--- src/rtl/day1_pkg.sv ---
// rtl/day1_pkg.sv - shared types and constants for the Day 1 command sequencer and dial
package day1_pkg;

  typedef enum logic [2:0] {
    ST_IDLE   = 3'd0,
    ST_DIGITS = 3'd1,
    ST_ISSUE  = 3'd2,
    ST_DONE   = 3'd3,
    ST_ERROR  = 3'd4
  } seq_state_t;

  localparam logic [7:0] ASCII_L  = 8'h4C;
  localparam logic [7:0] ASCII_R  = 8'h52;
  localparam logic [7:0] ASCII_LF = 8'h0A;
  localparam logic [7:0] ASCII_CR = 8'h0D;
  localparam logic [7:0] ASCII_0  = 8'h30;
  localparam logic [7:0] ASCII_9  = 8'h39;

  localparam int DIAL_SIZE = 100;
  localparam int START_POS = 50;

  function automatic logic is_digit(input logic [7:0] b);
    return (b >= ASCII_0) && (b <= ASCII_9);
  endfunction

endpackage

--- src/rtl/day1_dec_accum.sv ---
// rtl/day1_dec_accum.sv - decimal digit accumulator with overflow and digit-limit detection
module day1_dec_accum
  import day1_pkg::*;
#(
  parameter int AMT_W      = 16,
  parameter int MAX_DIGITS = 5,
  parameter int ND_W       = 3
) (
  input  logic             i_clk,
  input  logic             i_rst_n,
  input  logic             i_clr,
  input  logic             i_en,
  input  logic [3:0]       i_digit,
  output logic [AMT_W-1:0] o_acc,
  output logic [AMT_W-1:0] o_acc_next,
  output logic [ND_W-1:0]  o_ndigits,
  output logic             o_ovf
);

  // Four guard bits so acc*10+9 of any in-range value is representable and the
  // overflow compare sees the true result instead of a wrapped one.
  localparam logic [AMT_W+3:0] MAX_AMT = {4'b0000, {AMT_W{1'b1}}};

  logic [AMT_W+3:0] r_acc;
  logic [ND_W-1:0]  r_ndigits;
  logic [AMT_W+3:0] w_next;

  // Candidate value if the presented digit were absorbed this cycle.
  always_comb begin
    w_next = (r_acc << 3) + (r_acc << 1) + {{AMT_W{1'b0}}, i_digit};
  end

  // ovf is a look-ahead: the FSM uses it to reject the digit before absorbing it.
  assign o_ovf      = (r_ndigits == ND_W'(MAX_DIGITS)) || (w_next > MAX_AMT);
  assign o_acc      = r_acc[AMT_W-1:0];
  assign o_acc_next = w_next[AMT_W-1:0];
  assign o_ndigits  = r_ndigits;

  // Accumulator and digit counter; clear wins over enable.
  always_ff @(posedge i_clk or negedge i_rst_n) begin
    if (!i_rst_n) begin
      r_acc     <= '0;
      r_ndigits <= '0;
    end else if (i_clr) begin
      r_acc     <= '0;
      r_ndigits <= '0;
    end else if (i_en) begin
      r_acc     <= w_next;
      r_ndigits <= r_ndigits + 1'b1;
    end
  end

endmodule

--- src/rtl/day1_cmd_sequencer.sv ---
// rtl/day1_cmd_sequencer.sv - ASCII rotation-line parser issuing one dial command per line
module day1_cmd_sequencer
  import day1_pkg::*;
#(
  parameter int AMT_W      = 16,
  parameter int MAX_DIGITS = 5
) (
  input  logic             i_clk,
  input  logic             i_rst_n,
  input  logic             i_clr,
  input  logic             i_in_valid,
  output logic             o_in_ready,
  input  logic [7:0]       i_in_data,
  input  logic             i_in_last,
  output logic             o_cmd_valid,
  output logic             o_cmd_dir,
  output logic [AMT_W-1:0] o_cmd_amt,
  output logic [31:0]      o_cmd_count,
  output logic             o_done,
  output logic             o_err
);

  localparam int ND_W = $clog2(MAX_DIGITS + 1);

  seq_state_t       r_state;
  seq_state_t       w_next_state;
  logic             r_in_ready;
  logic             r_line_dir;
  logic             r_last_pend;
  logic             r_cmd_dir;
  logic [AMT_W-1:0] r_cmd_amt;
  logic [31:0]      r_cmd_count;
  logic             r_done;
  logic             r_err;

  logic             w_xfer;
  logic             w_is_digit;
  logic             w_acc_clr;
  logic             w_acc_en;
  logic             w_dir_set;
  logic             w_last_set;
  logic             w_amt_from_next;
  logic [AMT_W-1:0] w_acc;
  logic [AMT_W-1:0] w_acc_next;
  logic [ND_W-1:0]  w_ndigits;
  logic             w_ovf;

  assign w_xfer     = i_in_valid && r_in_ready;
  assign w_is_digit = is_digit(i_in_data);

  // For '0'..'9' the low nibble of the ASCII code is the digit value.
  day1_dec_accum #(
    .AMT_W      (AMT_W),
    .MAX_DIGITS (MAX_DIGITS),
    .ND_W       (ND_W)
  ) u_accum (
    .i_clk      (i_clk),
    .i_rst_n    (i_rst_n),
    .i_clr      (w_acc_clr),
    .i_en       (w_acc_en),
    .i_digit    (i_in_data[3:0]),
    .o_acc      (w_acc),
    .o_acc_next (w_acc_next),
    .o_ndigits  (w_ndigits),
    .o_ovf      (w_ovf)
  );

  // Next-state and control decode; clr overrides every transition.
  always_comb begin
    w_next_state    = r_state;
    w_acc_clr       = 1'b0;
    w_acc_en        = 1'b0;
    w_dir_set       = 1'b0;
    w_last_set      = 1'b0;
    w_amt_from_next = 1'b0;
    if (i_clr) begin
      w_next_state = ST_IDLE;
      w_acc_clr    = 1'b1;
    end else begin
      case (r_state)
        ST_IDLE: begin
          if (w_xfer) begin
            if (i_in_data == ASCII_L || i_in_data == ASCII_R) begin
              if (i_in_last) begin
                w_next_state = ST_ERROR;
              end else begin
                w_next_state = ST_DIGITS;
                w_acc_clr    = 1'b1;
                w_dir_set    = 1'b1;
              end
            end else if (i_in_data == ASCII_LF || i_in_data == ASCII_CR) begin
              if (i_in_last) w_next_state = ST_DONE;
            end else begin
              w_next_state = ST_ERROR;
            end
          end
        end
        ST_DIGITS: begin
          if (w_xfer) begin
            if (w_is_digit) begin
              if (w_ovf) begin
                w_next_state = ST_ERROR;
              end else begin
                w_acc_en = 1'b1;
                if (i_in_last) begin
                  w_next_state    = ST_ISSUE;
                  w_last_set      = 1'b1;
                  w_amt_from_next = 1'b1;
                end
              end
            end else if (i_in_data == ASCII_CR) begin
              // A final CR closes the line like a newline would.
              if (i_in_last) begin
                if (w_ndigits != '0) begin
                  w_next_state = ST_ISSUE;
                  w_last_set   = 1'b1;
                end else begin
                  w_next_state = ST_ERROR;
                end
              end
            end else if (i_in_data == ASCII_LF) begin
              if (w_ndigits != '0) begin
                w_next_state = ST_ISSUE;
                w_last_set   = i_in_last;
              end else begin
                w_next_state = ST_ERROR;
              end
            end else begin
              w_next_state = ST_ERROR;
            end
          end
        end
        ST_ISSUE: w_next_state = r_last_pend ? ST_DONE : ST_IDLE;
        ST_DONE:  w_next_state = ST_DONE;
        ST_ERROR: w_next_state = ST_ERROR;
        default:  w_next_state = ST_IDLE;
      endcase
    end
  end

  // State register.
  always_ff @(posedge i_clk or negedge i_rst_n) begin
    if (!i_rst_n) r_state <= ST_IDLE;
    else          r_state <= w_next_state;
  end

  // Registered handshake, command payload and sticky status.
  always_ff @(posedge i_clk or negedge i_rst_n) begin
    if (!i_rst_n) begin
      r_in_ready  <= 1'b0;
      r_line_dir  <= 1'b0;
      r_last_pend <= 1'b0;
      r_cmd_dir   <= 1'b0;
      r_cmd_amt   <= '0;
      r_cmd_count <= '0;
      r_done      <= 1'b0;
      r_err       <= 1'b0;
    end else begin
      r_in_ready <= (w_next_state == ST_IDLE) || (w_next_state == ST_DIGITS);
      if (w_dir_set) r_line_dir <= (i_in_data == ASCII_R);
      if (i_clr) begin
        r_last_pend <= 1'b0;
        r_cmd_count <= '0;
        r_done      <= 1'b0;
        r_err       <= 1'b0;
      end else begin
        // Payload and count are loaded on entry to ISSUE so they are visible
        // in the same cycle as the strobe.
        if (w_next_state == ST_ISSUE && r_state != ST_ISSUE) begin
          r_cmd_dir   <= r_line_dir;
          r_cmd_amt   <= w_amt_from_next ? w_acc_next : w_acc;
          r_cmd_count <= r_cmd_count + 32'd1;
          r_last_pend <= w_last_set;
        end
        if (w_next_state == ST_DONE)  r_done <= 1'b1;
        if (w_next_state == ST_ERROR) r_err  <= 1'b1;
      end
    end
  end

  assign o_in_ready  = r_in_ready;
  assign o_cmd_valid = (r_state == ST_ISSUE) && !i_clr;
  assign o_cmd_dir   = r_cmd_dir;
  assign o_cmd_amt   = r_cmd_amt;
  assign o_cmd_count = r_cmd_count;
  assign o_done      = r_done;
  assign o_err       = r_err;

endmodule

--- config.mk ---
export PLATFORM = sky130hd
export DESIGN_NAME = day1_cmd_sequencer
export DESIGN_NICKNAME = d
export VERILOG_FILES = /design/src/rtl/day1_pkg.sv /design/src/rtl/day1_dec_accum.sv /design/src/rtl/day1_cmd_sequencer.sv
export SDC_FILE = /design/constraint.sdc
export NUM_CORES = 1
export LEC_CHECK = 0
export BUFFER_PORTS_ARGS = -buffer_cell sky130_fd_sc_hd__buf_2
export CAP_MARGIN = 20
export CORE_ASPECT_RATIO = 1.25
export CORE_MARGIN = 10
export CORE_UTILIZATION = 35
export DETAILED_ROUTE_END_ITERATION = 12
export SYNTH_ARGS = -nofsm -noshare
export SYNTH_HDL_FRONTEND = slang
export SYNTH_SLANG_ARGS = --single-unit
--- constraint.sdc ---
create_clock -name i_clk -period 8.75 [get_ports i_clk]
set_input_delay 0.4375 -clock i_clk [delete_from_list [all_inputs] [get_ports i_clk]]
set_output_delay 0.4375 -clock i_clk [all_outputs]
set_load 0.05 [all_outputs]
# ---- Yosys cells after proc, flatten, opt, wreduce, memory -nomap -nowiden
# Cells that the tools add are included.
dict set report totals {
  output_inout_bits 53
  reg_bits 79
  wordCells 104
  in_bits 13
}
dict set report op_classes {
  n_lt_le_gt_ge 3
  n_reduce_logical 17
  muxes 54
  eq_ne 14
  n_addsub 4
  bitwise 1
}
# operator n
set ops {}
lappend ops {{32-bit 2-to-1 mux} 2}
lappend ops {{3-bit 2-to-1 mux} 16}
lappend ops {{19-bit 2-to-1 mux} 2}
lappend ops {{32-bit by 1-bit adder with 32-bit output (second input constant)} 1}
lappend ops {{1-bit 2-to-1 mux} 31}
lappend ops {{20-bit adder} 1}
lappend ops {{20-bit by 4-bit adder with 20-bit output} 1}
lappend ops {{20-bit by 16-bit greater-than comparator with 1-bit output (second input constant)} 1}
lappend ops {{8-bit by 4-bit == test with 1-bit output (second input constant)} 2}
lappend ops {{8-bit by 7-bit == test with 1-bit output (second input constant)} 2}
lappend ops {{16-bit 2-to-1 mux} 1}
lappend ops {{3-bit one-hot mux with 5 select lines} 1}
lappend ops {{3-bit by 2-bit == test with 1-bit output (second input constant)} 4}
lappend ops {{3-bit == test (second input constant)} 3}
lappend ops {{8-bit by 6-bit greater-or-equal comparator with 1-bit output (second input constant)} 1}
lappend ops {{8-bit by 6-bit less-or-equal comparator with 1-bit output (second input constant)} 1}
lappend ops {{2-bit nonzero test} 4}
lappend ops {{3-bit by 1-bit == test with 1-bit output (second input constant)} 2}
lappend ops {{3-bit zero test} 2}
lappend ops {{1-bit logical AND} 4}
lappend ops {{1-bit logical OR} 4}
lappend ops {{3-bit by 1-bit adder with 3-bit output (second input constant)} 1}
lappend ops {{3-bit by 2-bit != test with 1-bit output (second input constant)} 1}
lappend ops {{3-bit nonzero test} 1}
lappend ops {{4 further kinds} 4}

# ---- Logic depth before layout (Yosys ltp)
# Gate-level depths: netlist of the first run.
dict set report depth {
  ltp_word 13
  ltp_mapped 14
}

# ---- By module
# A second synthesis of the first run with hierarchy kept.
dict set report unflattened {
  cells_unflattened 608
  hier_area_um2 5525.3
}
# mod area_per_inst_um2 n_inst cells_each
set modules_own_cells {}
lappend modules_own_cells {day1_cmd_sequencer 3175.5 1 346}
lappend modules_own_cells {day1_dec_accum 2349.8 1 262}

# ---- Worst setup path before layout of the first run
# OpenSTA, ideal clock, no wires.
dict set report synth_path {
  path_kind {in2reg}
  from {input i_in_data[3]}
  to {register r_cmd_count[11] (netlist: o_cmd_count[11])}
  setup_ns 0.128
  arrival_ns 3.276
  path_stages 12
  slack_ns 5.347
  path_buffers 0
  cell_sequence {inv_1 > fa_1 > inv_1 > ha_1 > a21oi_1 > nand4b_1 > a211oi_1 > o21ai_0 > a21oi_1 > o2111ai_2 > a2111oi_4 > mux2_1}
}
dict set report synth_via {
  elab_chain_cells 11
}
# element line
set synth_lines {}
lappend synth_lines {{start, declared} day1_cmd_sequencer.sv:13} ;# input logic [7:0] i_in_data,
lappend synth_lines {{20-bit by 4-bit adder with 20-bit output} day1_dec_accum.sv:30} ;# w_next = (r_acc << 3) + (r_acc << 1) + {{AMT_W{1'b0}}, i_digit};
lappend synth_lines {{20-bit by 16-bit greater-than comparator with 1-bit output} day1_dec_accum.sv:34} ;# assign o_ovf = (r_ndigits == ND_W'(MAX_DIGITS)) || (w_next > MAX_AMT);
lappend synth_lines {{1-bit logical OR} day1_dec_accum.sv:34}
lappend synth_lines {{3-bit 2-to-1 mux} day1_cmd_sequencer.sv:101} ;# if (w_ovf) begin
lappend synth_lines {{3-bit 2-to-1 mux} day1_cmd_sequencer.sv:100} ;# if (w_is_digit) begin
lappend synth_lines {{3-bit 2-to-1 mux} day1_cmd_sequencer.sv:99} ;# if (w_xfer) begin
lappend synth_lines {{3-bit one-hot mux with 5 select lines (*)} day1_cmd_sequencer.sv:80} ;# case (r_state)
lappend synth_lines {{3-bit 2-to-1 mux (*)} day1_cmd_sequencer.sv:76} ;# if (i_clr) begin
lappend synth_lines {{3-bit by 2-bit == test with 1-bit output (*)} day1_cmd_sequencer.sv:169} ;# if (w_next_state == ST_ISSUE && r_state != ST_ISSUE) begin
lappend synth_lines {{1-bit logical AND (*)} day1_cmd_sequencer.sv:169}
lappend synth_lines {{2-bit nonzero test (no line) (*)} n/a}
lappend synth_lines {{end signal, assigned} day1_cmd_sequencer.sv:172} ;# r_cmd_count <= r_cmd_count + 32'd1;
lappend synth_lines {{end, declared} day1_cmd_sequencer.sv:32} ;# logic [31:0] r_cmd_count;
# Every way passes the cells marked *; elsewhere a longest branch is shown, timed or not.
# A chain may end at the register's enable or synchronous reset.

# ---- Final worst setup path of the first run
dict set report layout_path {
  from {register u_accum.r_acc[11]}
  to {register r_cmd_amt[15] (netlist: o_cmd_amt[15])}
}
dict set report layout_via {
  elab_chain_cells 12
}
# element line
set layout_lines {}
lappend layout_lines {{start, declared} day1_dec_accum.sv:24} ;# logic [AMT_W+3:0] r_acc;
lappend layout_lines {{start signal, assigned} day1_dec_accum.sv:48} ;# r_acc <= w_next;
lappend layout_lines {{20-bit adder (*)} day1_dec_accum.sv:30}
lappend layout_lines {{20-bit by 4-bit adder with 20-bit output (*)} day1_dec_accum.sv:30}
lappend layout_lines {{20-bit by 16-bit greater-than comparator with 1-bit output} day1_dec_accum.sv:34}
lappend layout_lines {{1-bit logical OR} day1_dec_accum.sv:34}
lappend layout_lines {{3-bit 2-to-1 mux} day1_cmd_sequencer.sv:101}
lappend layout_lines {{3-bit 2-to-1 mux} day1_cmd_sequencer.sv:100}
lappend layout_lines {{3-bit 2-to-1 mux} day1_cmd_sequencer.sv:99}
lappend layout_lines {{3-bit one-hot mux with 5 select lines} day1_cmd_sequencer.sv:80}
lappend layout_lines {{3-bit 2-to-1 mux} day1_cmd_sequencer.sv:76}
lappend layout_lines {{3-bit by 2-bit == test with 1-bit output} day1_cmd_sequencer.sv:169}
lappend layout_lines {{1-bit logical AND} day1_cmd_sequencer.sv:169}
lappend layout_lines {{2-bit AND reduction (no line)} n/a}
lappend layout_lines {{end signal, assigned} day1_cmd_sequencer.sv:171} ;# r_cmd_amt <= w_amt_from_next ? w_acc_next : w_acc;
lappend layout_lines {{end, declared} day1_cmd_sequencer.sv:31} ;# logic [AMT_W-1:0] r_cmd_amt;
# Marked as above.

==> flow_summary.toml, run 1 <==
[placed_design]
port_buffers = 65
place_area_um2 = 6020
gp_congestion = 0.878
dpl.hpwl_um = 10200
dp.cells = 874

[critical_path]
cp_max_fo = 23
rr_worst_depth = 11
critPathSlowestCell = "o2111ai_2"
crit_path_end_kind = "flip-flop"
critical_path_class = "flip-flop to flip-flop"
slowest_delay_ps = 810
regToRegSetupSlack_ps = 4380
worst-path-stages = 11
start_kind = "flip-flop"
crit_start = "u_accum.r_acc[11]"
critPathArrivalTime_ps = 4630
path_cells = "ha_1 -> ha_1 -> a21oi_1 -> o21a_1 -> nor2_1 -> a2111oi_0 -> a21oi_1 -> o2111ai_2 -> buf_4 -> or2_1 -> mux2i_1"
r2r-start = "u_accum.r_acc[11]"
required_ps = 9020
crit_buf_inv = 1
cp_top_family = "compound AO/OA/AOI/OAI gates"

[grt]
grt_pass1_vias = 4881
gr-usage-all-layers_pct = 13.4
grt_pass1_wl_um = 23800
antenna_found_initial = 0
grt_start_max_net_pins = 80
grt-ovfl-total = 0

[cts]
cts_sinks = 79
cts-root-buf = "clkbuf_16"
htree_levels = 3
numCtsBuffers = 9
post_cts_buffers = 0
clk_path_buf_depth = 2
clkSlewWorstSetupHoldPaths_ps = 60
post_cts_resized = 0
clock_latency_ps = 350
cts_tree = "yes"
ctsHoldBuffers = 0

[final_layout]
multiInputGateArea_um2 = 3340
syn2layout_area_growth_pct = 14.4
fin_area_um2 = 6350
antenna_cells = 0
layout-drive-gt1-share_pct = 19.1
finalNetCount = 727
fill_cells = 1614
seq_area_um2 = 1980
final_cells = 891

[drt]
ant_nets = 0
drt-total-wl_um = 14400
viasPerCell = 5.39
first_pass_iters = 4
dr_total_vias = 4800
dr.first_iter.drc_count = 355
drc = 0
wire_per_inst_um = 16.2

[sta]
setup_viol = 0
finalCritPeriodShare_pct = 49.9
period_needed_ps = 4370
tightest_slew_ps = 1100
tns_ps = 0
slew_viol_final = 0
maxSlewHeadroom_pct = 26.6
rsz0062_at_grt = "no"
fin_skew_ps = 9.13
whs_ps = 43.6
max_freq_mhz = 229
hold_violations = 0

[yosys]
synth_seq_cells = 79
synthArstFlopShare_pct = 100
synth_top_cell_by_area = "dfrtp_1"
synth_top_cell_area_share_pct = 35.6
syn_nets = 675
synth_cells = 622
syn_area_um2 = 5550
synth_area_leaders = "dfrtp_1 (36%), ha_1 (8.6%), a21oi_1 (7.8%)"
seq_area_frac_synth_pct = 35.6
avgSynthCellArea_um2 = 8.92
yosysWarningCount = 0
synth.distinct_cells = 63
synth-edff-count = 0
synth-main-ff-cell = "dfrtp_1"

[run]
drv_cap = 0

[pwr]
p_comb_share_pct = 5.5
power.leakage_nw = 3.03
clockPowerShare_pct = 48.4
p_total_mw = 0.802
powerDensity_nw_per_um2 = 126
internal_power_mw = 0.609
p_seq_share_pct = 46.1
switching_share_pct = 24.1
power.switching_mw = 0.194
ir_drop_mv = 0.0720

[die]
core-area_um2 = 15600
num_io_pins = 66
initial_core_util_pct = 35.6
fp.dieArea_um2 = 21300
die_x_um = 133
dieHeight_um = 161
core.rowCount = 51

[worst_hold_path]
hold_path.class = "input pin to async pin"

[run_status]
outcome = "completed"
synth_stat cells, types with 2 or more instances:
cell type  count
a211oi_1       3
a21o_1         6
a21oi_1       86
a31oi_1        3
and2_1         4
and3_1        13
and4_1         2
buf_1          2
buf_2          5
buf_4          2
buf_6          5
clkbuf_1      17
dfrtp_1       79
fa_1           2
ha_1          38
inv_1         17
mux2_1         2
mux2_2        30
mux2i_1       18
nand2_1       42
nand2b_1       7
nand3_1       31
nand4_1       11
nor2_1        47
nor2b_1       31
nor3_1        19
nor4_1         2
o2111ai_2      2
o211ai_1       3
o21a_1         4
o21ai_0       35
o31ai_1        3
or2_2          2
or3_1          4
or4_1          3
xnor2_1       11
xor2_1         5
metal layers:
metal  vias to the layer above  share of wire (%)  track usage (%)
met4                         0                2.8             6.76
met3                        25                5.5             3.28
li1                       2347                  -                -
met5                         -                  0                0
met2                       132                 50             23.1
met1                      2296                 42             15.0
path summary, 6_finish.rpt:
kind / to
worst max-delay path: o_cmd_amt[15]
worst min register to register: o_cmd_dir
worst max register to register: o_cmd_amt[15]
min in group i_clk: u_accum.r_acc[0]
max in group asynchronous: o_cmd_amt[4]
worst min-delay path: o_cmd_count[16]
flip-flops by register name, summed over array words and instances (netlist names):
signal             cells
o_cmd_amt             16
o_cmd_count           32
o_cmd_dir              1
o_done                 1
o_err                  1
o_in_ready             1
r_last_pend            1
r_line_dir             1
r_state                3
u_accum.o_ndigits      3
u_accum.r_acc         19
through the flow:
step	worst slack [ps]	util (%)
6_report	4380	40.8
2_1_floorplan	5350	-
5_1_grt	3950	40.8
3_5_place_dp	4200	38.7
3_3_place_gp	4330	38.7
4_1_cts	4320	40.6
worst register-to-register path: stages (launching register included):
cell and delay [ps]:
dfrtp_1 440, ha_1 300, ha_1 380, a21oi_1 200
o21a_1 190, nor2_1 60, a2111oi_0 520, a21oi_1 260
o2111ai_2 810, buf_4 330, or2_1 550, mux2i_1 260
cell usage in the layout, fill, tap and decap left out, types with 13 or more instances in the layout:
| cell type | synthesis | final |
|---|---|---|
| mux2_2 | 30 | 30 |
| a21oi_1 | 86 | 86 |
| ha_1 | 38 | 38 |
| nand2_1 | 42 | 42 |
| nor2_1 | 47 | 47 |
| nor2b_1 | 31 | 31 |
| dfrtp_1 | 79 | 79 |
| buf_2 | 5 | 64 |
| nand3_1 | 31 | 31 |
| nor3_1 | 19 | 19 |
| and3_1 | 13 | 13 |
| inv_1 | 17 | 17 |
| mux2i_1 | 18 | 18 |
| o21ai_0 | 35 | 35 |
power groups by stage:
stage	sequential (mW)	combinational, mW	clock, mW
2_1_floorplan	0.381	0.0200	0
3_3_place_gp	0.377	0.0422	0
3_5_place_dp	0.376	0.0438	0
4_1_cts	0.370	0.0440	0.397
5_1_grt	0.370	0.0496	0.413
6_report	0.370	0.0443	0.388
final cells by class:
cell class	instances	share of cell area [%]
sequential	79	31.1
inverter	18	1.06
clock inverter	6	1.08
timing repair buffer	72	6.19
multi-input combinational	494	52.6
clock buffer	10	3.77
tap	212	4.18
cell families (layout without fill, tap and decap cells):
kind of cell    after synthesis  count (layout)  synth area share, %
simple gates                230             230                 21.7
compound gates              158             158                 16.8
flops                        79              79                 35.6
mux                          50              50                 9.74
buf+inv                      49             106                 4.24
fa+ha+maj                    40              40                 9.29
xor+xnor                     16              16                 2.53
No activity file was read; power rests on OpenSTA's default activity.
==> inputs of run 2 (changes only) <==
--- a/config.mk
+++ b/config.mk
@@ -5,6 +5,7 @@
 export SDC_FILE = /design/constraint.sdc
 export NUM_CORES = 1
 export LEC_CHECK = 0
+export ABC_AREA = 1
 export BUFFER_PORTS_ARGS = -buffer_cell sky130_fd_sc_hd__buf_2
 export CAP_MARGIN = 20
 export CORE_ASPECT_RATIO = 1.25
==> constraint.sdc (replaced) <==
create_clock -name i_clk -period 4.4 [get_ports i_clk]
set_input_delay 0.22 -clock i_clk [delete_from_list [all_inputs] [get_ports i_clk]]
set_output_delay 0.22 -clock i_clk [all_outputs]
set_load 0.05 [all_outputs]
==> run 2 against run 1 <==
- non-clock buffer count rose by 1
- synthesized area rose by 9.3%
- maximum frequency rose by 25%
- sequential power rose by 100%
- core utilization barely moved
- register-to-register slack got worse by 3500 ps
- via count rose by 15%
- die area rose by 8.0%
- global-route usage rose by 1.6 points
- worst hold slack improved by 150 ps
- synthesized cell count rose by 34%
- largest cell class unchanged
==> flow_summary.toml, run 2 <==
[run_status]
outcome = "completed"

[critical_path]
required_ps = 4670
critPathArrivalTime_ps = 3760
path_cells = "inv_1 -> fa_1 -> fa_1 -> inv_1 -> nand3_1 -> nand3_1 -> nand2_1 -> nand2_1 -> nand2_1 -> nand3_2 -> nand2_2 -> nor2_2 -> nand4_1 -> buf_4 -> nand2_1 -> o21ai_0 -> o21ai_0"
cp_max_fo = 18
critPathSlowestCell = "fa_1"
crit_buf_inv = 3
critical_path_class = "flip-flop to flip-flop"
start_kind = "flip-flop"
slowest_delay_ps = 480
regToRegSetupSlack_ps = 900
worst_path_most_repeated_cell = "nand2_1"
cp_top_family = "simple AND/OR/NAND/NOR gates"
crit_path_end_kind = "flip-flop"

[yosys]
synthArstFlopShare_pct = 100
synth_cells = 831
seq_area_frac_synth_pct = 32.6
yosysWarningCount = 0
synth_top_cell_area_share_pct = 32.6
avgSynthCellArea_um2 = 7.30
synth.distinct_cells = 37
syn_area_um2 = 6060
synth-edff-count = 0
synth_area_leaders = "dfrtp_1 (33%), nand2_1 (13%), ha_1 (7.8%)"
yosysMostFrequentCell = "nand2_1"
syn_nets = 884
synth_seq_cells = 79
synthTopCellsByCount = "nand2_1 (213), inv_1 (120), dfrtp_1 (79), nor2_1 (52), nand3_1 (40)"
synth_top_cell_by_area = "dfrtp_1"
synth-main-ff-cell = "dfrtp_1"

[grt]
grt_pass1_vias = 5457
gr-usage-all-layers_pct = 15.0
use_met2_pct = 26.6
grt-ovfl-total = 0
met3_usage_pct = 2.63
top_usage_layer = "met2"
grt_pass1_wl_um = 28000
grt_use_met1_pct = 17.6
antenna_found_initial = 0
grt_start_max_net_pins = 80

[sta]
period_needed_ps = 3500
tightest_slew_ps = 845
hold_violations = 0
fin_skew_ps = 7.10
tns_ps = 0
rsz0062_at_grt = "no"
whs_ps = 190
maxSlewHeadroom_pct = 43.6
setup_viol = 0
finalCritPeriodShare_pct = 79.5
slew_viol_final = 0
max_freq_mhz = 286

[drt]
dr_total_vias = 5514
first_pass_iters = 4
drt-total-wl_um = 16700
wire_per_inst_um = 15.0
dr.first_iter.drc_count = 340
drc = 0
viasPerCell = 4.96
ant_nets = 0

[die]
core.rowCount = 53
core-area_um2 = 16900
die_x_um = 138
initial_core_util_pct = 35.9
dieHeight_um = 167
fp.dieArea_um2 = 23000
num_io_pins = 66

[cts]
cts_tree = "yes"
numCtsBuffers = 9
clock_latency_ps = 350
post_cts_buffers = 0
htree_levels = 3
clkSlewWorstSetupHoldPaths_ps = 60
cts_sinks = 79
cts-root-buf = "clkbuf_16"
clk_path_buf_depth = 2

[final_layout]
final_cell_mix = "nand2_1 (213), inv_1 (120), dfrtp_1 (79)"
antenna_cells = 0
largest_register_ff_count = 32
layout-drive-gt1-share_pct = 16.5
fin_util_pct = 40.7
fill_cells = 1811
syn2layout_area_growth_pct = 13.6
finalNetCount = 942
final_common_cell = "nand2_1"

[placed_design]
port_buffers = 65
dpl.hpwl_um = 12600
gp_congestion = 0.921

[run]
drv_cap = 0

[pwr]
powerDensity_nw_per_um2 = 231
ir_drop_mv = 0.168
power.leakage_nw = 3.77

[worst_hold_path]
hold_path.class = "input pin to flip-flop"
run 2: cell types whose count changed in the layout (fill, tap and decap cells not counted), moves of 18 or more:
cell / previous run / this run
a21oi_1: 86 / 20
inv_1: 17 / 120
mux2_2: 30 / 1
mux2i_1: 18 / 0
nand2_1: 42 / 213
nand3_2: 0 / 35
nand4_1: 11 / 37
nor2b_1: 31 / 0
o21ai_1: 1 / 19
xor2_1: 5 / 34
run 2: final cells by class:
| class | count | area, um^2 | share of cell area, % |
|---|---|---|---|
| inverter | 132 | 495 | 7.20 |
| clock buffer | 14 | 284 | 4.13 |
| sequential | 79 | 1980 | 28.7 |
| multi-input combinational | 594 | 3430 | 49.8 |
| tap | 220 | 275 | 4.00 |
| timing repair buffer | 73 | 423 | 6.14 |
run 2: report_power, final:
part	total, mW	internal (mW)	switching, mW
logic	0.107	0.0229	0.0841
clock network	0.742	0.438	0.304
registers	0.740	0.734	0.00524
run 2: metrics by stage:
stage,cells,setup slack [ps],power (mW),area (um^2)
2_1_floorplan,831,1390,0.814,6060
3_3_place_gp,1096,980,0.858,6560
3_5_place_dp,1096,889,0.859,6560
4_1_cts,1110,871,1.61,6850
5_1_grt,1112,488,1.65,6890
6_report,1112,903,1.59,6890
run 2: logic make-up after synthesis:
| logic type | count (synthesis) | share of synthesized area [%] |
|---|---|---|
| DFF | 79 | 32.6 |
| xor gates and xnor gates | 43 | 6.21 |
| adders and majority gates | 40 | 8.50 |
| AOI/OAI and AO/OA | 86 | 7.49 |
| muxes | 1 | 0.186 |
| buffers and inverters | 158 | 10.8 |
| and+or+nand+nor | 424 | 34.2 |
run 2: per-layer routing:
layer | vias to the layer above | routed length [um]
li1 | 2818 | -
met1 | 2565 | 6830
met2 | 113 | 8690
met3 | 18 | 811
met4 | 0 | 320
met5 | - | 0
run 2: final timing paths:
| check | startpoint | endpoint | cells past startpoint |
|---|---|---|---|
| min in group asynchronous | i_rst_n | o_cmd_count[8] | 2 |
| worst max register to register | u_accum.r_acc[0] | o_cmd_amt[15] | 17 |
| worst min-delay path | i_in_data[0] | u_accum.r_acc[0] | 3 |
| worst min register to register | o_done | o_done | 2 |
| max in group asynchronous | i_rst_n | o_cmd_count[18] | 3 |
| worst max-delay path | u_accum.r_acc[0] | o_cmd_amt[15] | 17 |
run 2: timing repair:
action / in CTS / in global routing
setup endpoints to repair: 0 / 0
hold endpoints to repair: 0 / 13
hold buffers: 0 / 1
gates resized for setup: 0 / 0
run 2: tightest hold or removal path: cells and delay by family:
family          cells  cell delay, ps
buf+inv             2             180
compound gates      1              90
